### src/rtl/fetch_decode_pkg.sv
// Shared definitions for the fetch/decode front end: opcode constants,
// ALU / immediate-format / result-select encodings, the NOP used for
// bubbles, and the funct3 -> ALU operation map.
package fetch_decode_pkg;

   localparam logic [6:0] OP_R      = 7'b0110011;
   localparam logic [6:0] OP_IALU   = 7'b0010011;
   localparam logic [6:0] OP_LOAD   = 7'b0000011;
   localparam logic [6:0] OP_STORE  = 7'b0100011;
   localparam logic [6:0] OP_BRANCH = 7'b1100011;
   localparam logic [6:0] OP_JAL    = 7'b1101111;
   localparam logic [6:0] OP_LUI    = 7'b0110111;

   // addi x0, x0, 0
   localparam logic [31:0] NOP = 32'h0000_0013;

   typedef enum logic [2:0] {
      ALU_ADD = 3'b000,
      ALU_SUB = 3'b001,
      ALU_AND = 3'b010,
      ALU_OR  = 3'b011,
      ALU_SLT = 3'b101
   } alu_ctrl_e;

   typedef enum logic [2:0] {
      IMM_I = 3'd0,
      IMM_S = 3'd1,
      IMM_B = 3'd2,
      IMM_J = 3'd3,
      IMM_U = 3'd4
   } imm_src_e;

   typedef enum logic [1:0] {
      RES_ALU = 2'b00,
      RES_MEM = 2'b01,
      RES_PC4 = 2'b10
   } result_src_e;

   // sub_sel is only meaningful for register-register ops (funct7[5]).
   function automatic alu_ctrl_e alu_decode(input logic [2:0] funct3, input logic sub_sel);
      case (funct3)
         3'b000:  return sub_sel ? ALU_SUB : ALU_ADD;
         3'b010:  return ALU_SLT;
         3'b110:  return ALU_OR;
         3'b111:  return ALU_AND;
         default: return ALU_ADD;
      endcase
   endfunction

endpackage

### src/rtl/fetch_decode_pipe_if.sv
// Instruction-memory bus between the fetch stage and the external,
// combinationally-read instruction memory.
//   imem_addr  : fetch address (current PC), driven by the fetch side
//   imem_rdata : instruction word at imem_addr, same cycle
// master = fetch stage, slave = instruction memory.
interface fetch_decode_pipe_if
   import fetch_decode_pkg::*;
#(
   parameter int DATA_WIDTH = 32
);
   logic [DATA_WIDTH-1:0] imem_addr;
   logic [DATA_WIDTH-1:0] imem_rdata;

   modport master (output imem_addr, input imem_rdata);
   modport slave  (input imem_addr, output imem_rdata);
endinterface

### src/rtl/fetch_decode_pipe_imm_gen.sv
// imm_gen: combinational immediate extender. Selects one of the five
// RV32I immediate layouts and sign-extends it from instr[31].
//   instr   : instruction bits [31:7] (opcode bits carry no immediate)
//   imm_src : immediate format select
//   imm     : sign-extended immediate, DATA_WIDTH bits
module imm_gen
   import fetch_decode_pkg::*;
#(
   parameter int DATA_WIDTH = 32
) (
   input  logic [31:7]           instr,
   input  imm_src_e              imm_src,
   output logic [DATA_WIDTH-1:0] imm
);

   always_comb begin
      imm = '0;
      case (imm_src)
         IMM_I:   imm = DATA_WIDTH'($signed(instr[31:20]));
         IMM_S:   imm = DATA_WIDTH'($signed({instr[31:25], instr[11:7]}));
         IMM_B:   imm = DATA_WIDTH'($signed({instr[31], instr[7], instr[30:25], instr[11:8], 1'b0}));
         IMM_J:   imm = DATA_WIDTH'($signed({instr[31], instr[19:12], instr[20], instr[30:21], 1'b0}));
         IMM_U:   imm = DATA_WIDTH'($signed({instr[31:12], 12'b0}));
         default: imm = '0;
      endcase
   end

endmodule

### src/rtl/fetch_decode_pipe.sv
// fetch_decode_pipe: two-stage RISC-V front end (PC/fetch + IF/ID register
// with RV32I-subset decode).
// Ports:
//   clk, rst                     : clock, synchronous active-high reset
//   stall, flush                 : hold / bubble control for PC and IF/ID
//   branch_taken, branch_target  : redirect from EX (wins over stall)
//   imem (master)                : instruction-memory address/data bus
//   id_valid, id_pc              : decode slot holds a real instruction, its PC
//   rs1, rs2, rd                 : register fields
//   ImmOp, ALUctrl, ALUsrc       : immediate, ALU operation, immediate-operand select
//   RegWrite, MemWrite, Branch, Jump, ResultSrc, illegal : control outputs
// Build option FETCH_PERF_EN adds fetch_count / bubble_count counters.
module fetch_decode_pipe
   import fetch_decode_pkg::*;
#(
   parameter int                    DATA_WIDTH    = 32,
   parameter int                    ADDRESS_WIDTH = 5,
   parameter logic [DATA_WIDTH-1:0] PC_RESET      = '0
) (
   input  logic                     clk,
   input  logic                     rst,
   input  logic                     stall,
   input  logic                     flush,
   input  logic                     branch_taken,
   input  logic [DATA_WIDTH-1:0]    branch_target,
   fetch_decode_pipe_if.master      imem,
   output logic                     id_valid,
   output logic [DATA_WIDTH-1:0]    id_pc,
   output logic [ADDRESS_WIDTH-1:0] rs1,
   output logic [ADDRESS_WIDTH-1:0] rs2,
   output logic [ADDRESS_WIDTH-1:0] rd,
   output logic [DATA_WIDTH-1:0]    ImmOp,
   output logic [2:0]               ALUctrl,
   output logic                     ALUsrc,
   output logic                     RegWrite,
   output logic                     MemWrite,
   output logic                     Branch,
   output logic                     Jump,
   output logic [1:0]               ResultSrc,
   output logic                     illegal
`ifdef FETCH_PERF_EN
   ,
   output logic [31:0]              fetch_count,
   output logic [31:0]              bubble_count
`endif
);

   logic [DATA_WIDTH-1:0] pc_q, pc_d;
   logic [DATA_WIDTH-1:0] id_instr_q, id_instr_d;
   logic [DATA_WIDTH-1:0] id_pc_q, id_pc_d;
   logic                  id_valid_q, id_valid_d;
   logic                  capture, bubble;

   // Redirect beats stall; stall+flush bubbles the slot but keeps the PC.
   always_comb begin
      pc_d       = pc_q + DATA_WIDTH'(4);
      id_instr_d = id_instr_q;
      id_pc_d    = id_pc_q;
      id_valid_d = id_valid_q;
      capture    = 1'b0;
      bubble     = 1'b0;
      if (branch_taken) begin
         pc_d   = branch_target;
         bubble = 1'b1;
      end else if (stall) begin
         pc_d   = pc_q;
         bubble = flush;
      end else if (flush) begin
         bubble = 1'b1;
      end else begin
         capture = 1'b1;
      end
      if (bubble) begin
         id_instr_d = DATA_WIDTH'(NOP);
         id_pc_d    = '0;
         id_valid_d = 1'b0;
      end else if (capture) begin
         id_instr_d = imem.imem_rdata;
         id_pc_d    = pc_q;
         id_valid_d = 1'b1;
      end
   end

   always_ff @(posedge clk) begin
      if (rst) begin
         pc_q       <= PC_RESET;
         id_instr_q <= DATA_WIDTH'(NOP);
         id_pc_q    <= '0;
         id_valid_q <= 1'b0;
      end else begin
         pc_q       <= pc_d;
         id_instr_q <= id_instr_d;
         id_pc_q    <= id_pc_d;
         id_valid_q <= id_valid_d;
      end
   end

   assign imem.imem_addr = pc_q;
   assign id_valid       = id_valid_q;
   assign id_pc          = id_pc_q;

   logic [6:0]  opcode;
   logic [2:0]  funct3;
   logic        dec_reg_write, dec_mem_write, dec_branch, dec_jump, dec_illegal;
   logic        dec_alu_src, dec_rs1_zero;
   alu_ctrl_e   dec_alu;
   imm_src_e    dec_imm_src;
   result_src_e dec_result;

   assign opcode = id_instr_q[6:0];
   assign funct3 = id_instr_q[14:12];

   always_comb begin
      dec_reg_write = 1'b0;
      dec_mem_write = 1'b0;
      dec_branch    = 1'b0;
      dec_jump      = 1'b0;
      dec_illegal   = 1'b0;
      dec_alu_src   = 1'b0;
      dec_rs1_zero  = 1'b0;
      dec_alu       = ALU_ADD;
      dec_imm_src   = IMM_I;
      dec_result    = RES_ALU;
      case (opcode)
         OP_R: begin
            dec_reg_write = 1'b1;
            dec_alu       = alu_decode(funct3, id_instr_q[30]);
         end
         OP_IALU: begin
            dec_reg_write = 1'b1;
            dec_alu_src   = 1'b1;
            dec_alu       = alu_decode(funct3, 1'b0);
         end
         OP_LOAD: begin
            dec_reg_write = 1'b1;
            dec_alu_src   = 1'b1;
            dec_result    = RES_MEM;
         end
         OP_STORE: begin
            dec_mem_write = 1'b1;
            dec_alu_src   = 1'b1;
            dec_imm_src   = IMM_S;
         end
         OP_BRANCH: begin
            dec_branch  = 1'b1;
            dec_alu     = ALU_SUB;
            dec_imm_src = IMM_B;
         end
         OP_JAL: begin
            dec_reg_write = 1'b1;
            dec_jump      = 1'b1;
            dec_result    = RES_PC4;
            dec_imm_src   = IMM_J;
         end
         OP_LUI: begin
            dec_reg_write = 1'b1;
            dec_alu_src   = 1'b1;
            dec_imm_src   = IMM_U;
            dec_rs1_zero  = 1'b1;
         end
         default: dec_illegal = 1'b1;
      endcase
   end

   imm_gen #(.DATA_WIDTH(DATA_WIDTH)) u_imm_gen (
      .instr   (id_instr_q[31:7]),
      .imm_src (dec_imm_src),
      .imm     (ImmOp)
   );

   // LUI reads x0 so the add in EX passes the upper immediate through.
   assign rs1       = dec_rs1_zero ? '0 : ADDRESS_WIDTH'(id_instr_q[19:15]);
   assign rs2       = ADDRESS_WIDTH'(id_instr_q[24:20]);
   assign rd        = ADDRESS_WIDTH'(id_instr_q[11:7]);
   assign ALUctrl   = dec_alu;
   assign ALUsrc    = dec_alu_src;
   assign ResultSrc = dec_result;
   assign RegWrite  = dec_reg_write & id_valid_q;
   assign MemWrite  = dec_mem_write & id_valid_q;
   assign Branch    = dec_branch & id_valid_q;
   assign Jump      = dec_jump & id_valid_q;
   assign illegal   = dec_illegal & id_valid_q;

`ifdef FETCH_PERF_EN
   logic [31:0] fetch_count_q, fetch_count_d;
   logic [31:0] bubble_count_q, bubble_count_d;

   always_comb begin
      fetch_count_d  = fetch_count_q + 32'(capture);
      bubble_count_d = bubble_count_q + 32'(bubble);
   end

   always_ff @(posedge clk) begin
      if (rst) begin
         fetch_count_q  <= '0;
         bubble_count_q <= '0;
      end else begin
         fetch_count_q  <= fetch_count_d;
         bubble_count_q <= bubble_count_d;
      end
   end

   assign fetch_count  = fetch_count_q;
   assign bubble_count = bubble_count_q;
`endif

endmodule

### src/flat_wrapper.sv
// flat-port wrapper written by rule: the top's interface ports become plain ports
module fetch_decode_pipe_flat import fetch_decode_pkg::*;
#(
   parameter int                    DATA_WIDTH    = 32,
   parameter int                    ADDRESS_WIDTH = 5,
   parameter logic [DATA_WIDTH-1:0] PC_RESET      = '0
)
  (clk, rst, stall, flush, branch_taken, branch_target, id_valid, id_pc, rs1, rs2, rd, ImmOp, ALUctrl, ALUsrc, RegWrite, MemWrite, Branch, Jump, ResultSrc, illegal, imem_imem_addr, imem_imem_rdata);
  fetch_decode_pipe_if #(.DATA_WIDTH(DATA_WIDTH)) imem_i ();
  input  logic clk;
  input  logic rst;
  input  logic stall;
  input  logic flush;
  input  logic branch_taken;
  input  logic [DATA_WIDTH-1:0] branch_target;
  output logic id_valid;
  output logic [DATA_WIDTH-1:0] id_pc;
  output logic [ADDRESS_WIDTH-1:0] rs1;
  output logic [ADDRESS_WIDTH-1:0] rs2;
  output logic [ADDRESS_WIDTH-1:0] rd;
  output logic [DATA_WIDTH-1:0] ImmOp;
  output logic [2:0] ALUctrl;
  output logic ALUsrc;
  output logic RegWrite;
  output logic MemWrite;
  output logic Branch;
  output logic Jump;
  output logic [1:0] ResultSrc;
  output logic illegal;
  output wire logic [$bits(imem_i.imem_addr)-1:0] imem_imem_addr;
  input wire logic [$bits(imem_i.imem_rdata)-1:0] imem_imem_rdata;
  assign imem_imem_addr = imem_i.imem_addr;
  assign imem_i.imem_rdata = imem_imem_rdata;
  fetch_decode_pipe #(.DATA_WIDTH(DATA_WIDTH), .ADDRESS_WIDTH(ADDRESS_WIDTH), .PC_RESET(PC_RESET)) u_core (.clk(clk), .rst(rst), .stall(stall), .flush(flush), .branch_taken(branch_taken), .branch_target(branch_target), .imem(imem_i), .id_valid(id_valid), .id_pc(id_pc), .rs1(rs1), .rs2(rs2), .rd(rd), .ImmOp(ImmOp), .ALUctrl(ALUctrl), .ALUsrc(ALUsrc), .RegWrite(RegWrite), .MemWrite(MemWrite), .Branch(Branch), .Jump(Jump), .ResultSrc(ResultSrc), .illegal(illegal));
endmodule
### config.mk
export PLATFORM = sky130hd
export DESIGN_NAME = fetch_decode_pipe_flat
export DESIGN_NICKNAME = d
export VERILOG_FILES = /design/src/rtl/fetch_decode_pkg.sv /design/src/rtl/fetch_decode_pipe_if.sv /design/src/rtl/fetch_decode_pipe_imm_gen.sv /design/src/rtl/fetch_decode_pipe.sv /design/src/flat_wrapper.sv
export SDC_FILE = /design/constraint.sdc
export NUM_CORES = 1
export LEC_CHECK = 0
export CAP_MARGIN = 0
export CORE_MARGIN = 5
export CORE_UTILIZATION = 47
export DETAILED_ROUTE_END_ITERATION = 7
export PLACE_DENSITY = 0.94
export SYNTH_ARGS = -nofsm -noshare
export SYNTH_HDL_FRONTEND = slang
export SYNTH_HIERARCHICAL = 1
export SYNTH_SLANG_ARGS = --single-unit
### constraint.sdc
create_clock -name clk -period 4.8 [get_ports clk]
set_clock_uncertainty 0.2 [all_clocks]
set_input_delay 0.72 -clock clk [delete_from_list [all_inputs] [get_ports clk]]
set_output_delay 0.72 -clock clk [all_outputs]
set_load 0.02 [all_outputs]
==> results of run 1 <==
-- cell usage in the layout (no fill, tap or decap), types with 9 or more instances in the layout --
master | synthesis | routed
sky130_fd_sc_hd__a311oi_1 | 11 | 11
sky130_fd_sc_hd__nor3_1 | 11 | 10
sky130_fd_sc_hd__a21oi_1 | 85 | 85
sky130_fd_sc_hd__nand4_1 | 9 | 9
sky130_fd_sc_hd__clkbuf_8 | 0 | 11
sky130_fd_sc_hd__nor2_1 | 34 | 33
sky130_fd_sc_hd__dfxtp_1 | 97 | 97
sky130_fd_sc_hd__clkdlybuf4s50_1 | 0 | 191
sky130_fd_sc_hd__a211oi_1 | 11 | 11
sky130_fd_sc_hd__o21ai_0 | 11 | 11
sky130_fd_sc_hd__nor2b_1 | 22 | 22
sky130_fd_sc_hd__inv_1 | 14 | 14
sky130_fd_sc_hd__a21o_1 | 12 | 12
sky130_fd_sc_hd__nand2_1 | 137 | 137
sky130_fd_sc_hd__mux2i_1 | 9 | 9
-- critical path: cells and delay by family, from the launching register on --
family                 cells  cell delay (ns)
AOI/OAI and AO/OA          3             0.73
buffers and inverters      1             0.63
DFF                        1             0.43
and+or+nand+nor            4             1.18
-- sequential cells by signal (all words and copies together) (netlist names) --
| name | count |
|---|---|
| u_core/id_instr_q | 32 |
| u_core/id_valid | 1 |
| u_core/id_pc | 32 |
| u_core/imem.imem_addr | 32 |
-- per-layer routing --
layer | routed length [µm] | up-vias | GRT usage | part of all wire
met2 | 7660 | 262 | 0.412 | 0.49
met3 | 1330 | 29 | 0.0728 | 0.084
met5 | 0 | - | 0 | 0
li1 | - | 2436 | - | -
met1 | 6380 | 2404 | 0.299 | 0.40
met4 | 384 | 0 | 0.0952 | 0.024
-- kinds of logic after synthesis --
family	share of synthesized area
simple gates	0.267
compound gates	0.207
xor+xnor	0.0243
flops	0.409
fa+ha+maj	0.00264
buf+inv	0.0704
mux	0.0190
-- metrics by stage --
stage	hold WS (ns)	utilization	instances
2_1_floorplan	0.245	-	611
3_3_place_gp	0.243	0.675	887
3_5_place_dp	0.246	0.675	887
4_1_cts	0.260	0.696	903
5_1_grt	0.283	0.696	903
6_report	0.260	0.696	903
-- worst min-delay path by stage --
stage	end	slack, ns
after floorplan	u_core/id_instr_q[26]	0.25
after global placement	u_core/id_pc[26]	0.24
after detailed placement	u_core/id_pc[21]	0.25
after CTS	u_core/id_pc[21]	0.26
after global routing	u_core/id_pc[21]	0.28
final	u_core/id_pc[26]	0.26
-- report_power, final --
part	switching [W]	internal (W)
Combinational	0.000126	0.000129
Sequential	0.0000373	0.000828
Clock	0.000288	0.000273
Total	0.000451	0.00123
-- cell type report --
type                            count  area, µm²  share of cell area
Inverter                           15       56.3             0.00823
Timing Repair Buffer              199       1970               0.288
Clock buffer                       11        151              0.0221
Tap cell                          133        166              0.0243
Multi-Input combinational cell    443       2490               0.364
Clock inverter                      5       61.3             0.00897
Sequential cell                    97       1940               0.284
==> metrics.yaml, run 1 <==
synthesis:
  synth_enable_flop_cells: 0
  synthArstFlopShare: 0
  synthDistinctLibCells: 51
  seq_area_frac_synth: 0.409
  netlist.top_cell.by_area: "sky130_fd_sc_hd__dfxtp_1"
  synth-warning-count: 6
  synthCells: 611
  synth_cell_count_leaders: "sky130_fd_sc_hd__nand2_1 (137), sky130_fd_sc_hd__dfxtp_1 (97), sky130_fd_sc_hd__a21oi_1 (85)"
  synth_top_area_share: 0.409
  synthFlopType: "sky130_fd_sc_hd__dfxtp_1"
  synthesis_stage_register_bit_count: 97
  synthesis.area_per_instance_um2: 7.77
  yosys.cell_count.top_type: "sky130_fd_sc_hd__nand2_1"
  syn_area_mm2: 0.00474
  synth_nets: 681
  synth_area_leaders: "sky130_fd_sc_hd__dfxtp_1 (41%), sky130_fd_sc_hd__nand2_1 (11%), sky130_fd_sc_hd__a21oi_1 (9.0%), sky130_fd_sc_hd__nor2b_1 (2.9%), sky130_fd_sc_hd__nor2_1 (2.7%)"
cells_and_area:
  layout-area-overhead-vs-synth_pct: 44.1
  n_fill_cell: 775
  design_area_mm2: 0.00684
  drive_above_1_share: 0.0468
  final_net_count: 835
  antenna-diode-count: 0
pwr:
  p_leak_nw: 2.39
  power.ir.vdd_worst_mv: 0.163
  pwr_density_cell_mw_per_mm2: 246
  p_total_w: 0.00168
drt:
  first_pass_iters: 6
  detail-route-antenna-nets: 0
  dr_total_vias: 5131
  route.detailed.wl_per_inst_um: 17.4
  vias_per_cell: 5.68
  first_iter_violations: 423
  wl_mm: 15.7
  drcViolationCount: 0
setup_path:
  worst_path_max_delay_cell: "sky130_fd_sc_hd__clkdlybuf4s50_1"
  crit_chain: "nor2b_1 > nand4_1 > nor2_1 > a21o_1 > and2_1 > a21oi_1 > o22ai_1 > clkdlybuf4s50_1"
  critPathCaptureType: "primary output"
  timing.critical_path.required_ns: 3.88
  rr_worst_depth: 5
  worst_r2r_startpoint: "u_core/imem.imem_addr[2]"
  worst-r2r-setup-slack_ns: 2.05
  worst_path_max_fanout: 8
  critical_path.max_stage_delay_ns: 0.63
  worst_ep_arrival_time_ns: 3.32
  crit_type: "reg2out"
  timing.rr.end: "u_core/imem.imem_addr[18]"
  worst_setup_path_endpoint: "ImmOp[14]"
  crit_path_start: "u_core/id_instr_q[5]"
  timing.critical_path.from_type: "register"
floorplanning:
  die_w_um: 110
  total_die_area_mm2: 0.0122
  die_height_um: 110
  floorplan.initialDensity: 0.483
  floorplan.core_area_mm2: 0.00982
  rows: 36
  io_pins: 192
worst_hold_path:
  worstHoldPathCells: 2
  timing.hold.worst.class: "reg2reg"
  hold_path_startpoint: "u_core/id_pc[26]"
flow_run:
  drv_cap: 0
global_routing:
  grt_max_degree: 66
  aggregate_global_routing_overflow: 0
  grt_util_all_layers: 0.247
  first_global_vias: 4904
  antenna_violations_before_repair: 0
  wire_length_of_the_first_global_routing_pass_mm: 25.3
placed_design:
  pre_cts_slack_ns: 1.02
  globalplace.congestion: 0.926
  io_buffer_count: 191
  place_area_mm2: 0.00663
  dpl.hpwl_mm: 11.4
sta:
  fin_ws_ns: 0.558
  fin_tns_setup_ns: 0
  achievable-frequency_mhz: 236
  tightestPinTransition_ns: 1.25
  setup_viol: 0
  grt_setup_unrepaired: "false"
  layout_worst_path_cycle_share: 0.884
  relSlewSlack: 0.166
  final-hold-violation-count: 0
  finalCriticalPeriod_ns: 4.24
  slew_violations: 0
clock_tree:
  cts-buffers-inserted: 9
  postCtsSetupRepairBufs: 0
  cts_resized: 0
  cts_tree: "done"
  clk_pin_slew_ns: 0.09
  clk-insertion-delay-late_ns: 0.35
  cts_max_level: 3
  ctsLongestPathBuffers: 2
  clock-root-buffer: "sky130_fd_sc_hd__clkbuf_8"
  post_cts_hold_buffer_count: 0
  clock_sinks: 97
run_status:
  run_status: "complete, no violations"
No activity file was read; power rests on OpenSTA's default activity.
==> run 2, diff against run 1 <==
--- a/config.mk
+++ b/config.mk
@@ -7,9 +7,10 @@
 export LEC_CHECK = 0
 export CAP_MARGIN = 0
 export CORE_MARGIN = 5
-export CORE_UTILIZATION = 47
+export CORE_UTILIZATION = 55
 export DETAILED_ROUTE_END_ITERATION = 7
-export PLACE_DENSITY = 0.94
+export DONT_BUFFER_PORTS = 1
+export PLACE_DENSITY = 0.81
 export SYNTH_ARGS = -nofsm -noshare
 export SYNTH_HDL_FRONTEND = slang
 export SYNTH_HIERARCHICAL = 1
==> constraint.sdc (replaced) <==
create_clock -name clk -period 3.5 [get_ports clk]
set_clock_uncertainty 0.2 [all_clocks]
set_input_delay 0.525 -clock clk [delete_from_list [all_inputs] [get_ports clk]]
set_output_delay 0.525 -clock clk [all_outputs]
set_load 0.02 [all_outputs]
==> metrics.yaml, run 2 (same netlist as run 1, synthesis figures left out) <==
floorplanning:
  io_pins: 192
  die_height_um: 103
  rows: 33
  floorplan.initialDensity: 0.572
  floorplan.core_area_mm2: 0.00830
  total_die_area_mm2: 0.0106
  die_w_um: 103
setup_path:
  rr_worst_depth: 6
  timing.rr.end: "u_core/imem.imem_addr[28]"
  worst_r2r_startpoint: "u_core/imem.imem_addr[3]"
  crit_chain: "nor2b_1 > nand4_1 > nor2_1 > a21o_2 > and2_1 > a21oi_1 > o22ai_1 > buf_4"
  timing.critical_path.required_ns: 2.77
  timing.critical_path.from_type: "register"
  critPathBufInv: 1
  worst_path_max_fanout: 8
  critical_path.max_stage_delay_ns: 0.41
  worst-r2r-setup-slack_ns: 0.78
  critPathTopFamily: "simple AND/OR/NAND/NOR gates"
  critPathCaptureType: "primary output"
  worst_ep_arrival_time_ns: 2.60
  worst_path_max_delay_cell: "sky130_fd_sc_hd__dfxtp_1"
  crit_type: "reg2out"
clock_tree:
  post_cts_hold_buffer_count: 0
  cts_max_level: 3
  clock_sinks: 97
  clock-root-buffer: "sky130_fd_sc_hd__clkbuf_8"
  cts_tree: "done"
  cts-buffers-inserted: 9
  ctsLongestPathBuffers: 2
  clk_pin_slew_ns: 0.09
  clk-insertion-delay-late_ns: 0.35
sta:
  slew_violations: 0
  layout_worst_path_cycle_share: 0.951
  tightestPinTransition_ns: 1.15
  fin_tns_setup_ns: 0
  grt_setup_unrepaired: "false"
  finalCriticalPeriod_ns: 3.33
  fin_ws_ns: 0.171
  final-hold-violation-count: 0
  relSlewSlack: 0.235
  achievable-frequency_mhz: 300
  setup_viol: 0
placed_design:
  io_buffer_count: 0
  pre_cts_slack_ns: 0.456
  dpl.hpwl_mm: 9.86
  globalplace.congestion: 0.905
global_routing:
  grt_util_all_layers: 0.242
  globalRouteMet3Util: 0.0798
  aggregate_global_routing_overflow: 0
  first_global_vias: 3988
  grtUsageMet1: 0.304
  antenna_violations_before_repair: 0
  wire_length_of_the_first_global_routing_pass_mm: 20.4
  gr-max-usage-layer: "met2"
  grt_max_degree: 62
  grt_use_met2: 0.395
worst_hold_path:
  hold_path_startpoint: "rst"
  worstHoldPathCells: 1
  timing.hold.worst.class: "in2reg"
  hold-path-endpoint: "u_core/imem.imem_addr[19]"
drt:
  vias_per_cell: 6.21
  drcViolationCount: 0
  route.detailed.wl_per_inst_um: 19.2
  wl_mm: 13.5
  first_iter_violations: 281
  first_pass_iters: 5
  dr_total_vias: 4369
  detail-route-antenna-nets: 0
pwr:
  p_leak_nw: 1.79
  p_total_w: 0.00209
  power.ir.vdd_worst_mv: 0.227
  pwr_density_cell_mw_per_mm2: 416
cells_and_area:
  drive_above_1_share: 0.0955
  final_net_count: 663
  most_frequent_cells_in_the_layout: "sky130_fd_sc_hd__nand2_1 (137), sky130_fd_sc_hd__dfxtp_1 (97), sky130_fd_sc_hd__a21oi_1 (84), sky130_fd_sc_hd__nor2_1 (33), sky130_fd_sc_hd__buf_4 (27)"
  most_common_library_cell_in_the_layout_ignoring_fill_and_taps: "sky130_fd_sc_hd__nand2_1"
  layout-area-overhead-vs-synth_pct: 5.96
run_status:
  run_status: "complete, no violations"
flow_run:
  drv_cap: 0
-- run 2: changes by cell type in the layout (fill, tap and decap cells not counted), sizes merged --
| cell | delta |
|---|---|
| clkdlybuf4s50 | -191 |
| diode | +1 |
| buf | +19 |
| inv | -1 |
| clkbuf | -1 |
| clkinvlp | +1 |
-- run 2: per-layer routing --
| metal | part of all wire | up-vias |
|---|---|---|
| li1 | - | 2091 |
| met1 | 0.39 | 2031 |
| met2 | 0.48 | 223 |
| met3 | 0.11 | 24 |
| met4 | 0.018 | 0 |
| met5 | 0 | - |
-- run 2: repair_timing --
action,in CTS,in global routing
setup buffers,0,0
endpoints found under the setup margin,0,13
resized for setup,0,3
-- run 2: layout make-up --
type                            count  area [µm²]
Tap cell                          105         131
Clock inverter                      5        56.3
Clock buffer                       10         138
Multi-Input combinational cell    443        2500
Fill cell                         773        3270
Timing Repair Buffer               27         203
Inverter                           15        56.3
Antenna cell                        1        2.50
Sequential cell                    97        1940
-- run 2: report_power, final --
part | switching, W | leakage [nW] | internal, W
Clock | 0.000370 | 0.0981 | 0.000345
Combinational | 0.0000986 | 0.897 | 0.0000581
Sequential | 0.0000865 | 0.791 | 0.00114
-- run 2: through the flow --
stage               cells  hold WS (ns)  cell area (µm²)  utilization
floorplan             611         0.245             4740            -
global placement      687         0.254             4820        0.581
detailed placement    687         0.263             4820        0.581
CTS                   702        0.0182             5010        0.604
global route          702       0.00380             5020        0.605
finish                703        0.0457             5030        0.606
-- run 2: worst max-delay path by stage --
stage	cells after the start	from	slack (ns)	end
4_1_cts	7	u_core/id_instr_q[5]	0.07	ImmOp[17]
3_3_place_gp	7	u_core/id_instr_q[2]	0.58	ImmOp[12]
5_1_grt	8	u_core/id_instr_q[5]	0.06	ImmOp[18]
3_5_place_dp	7	u_core/id_instr_q[5]	0.46	ImmOp[17]
6_report	8	u_core/id_instr_q[5]	0.17	ImmOp[14]
2_1_floorplan	9	u_core/id_instr_q[5]	0.61	ImmOp[13]
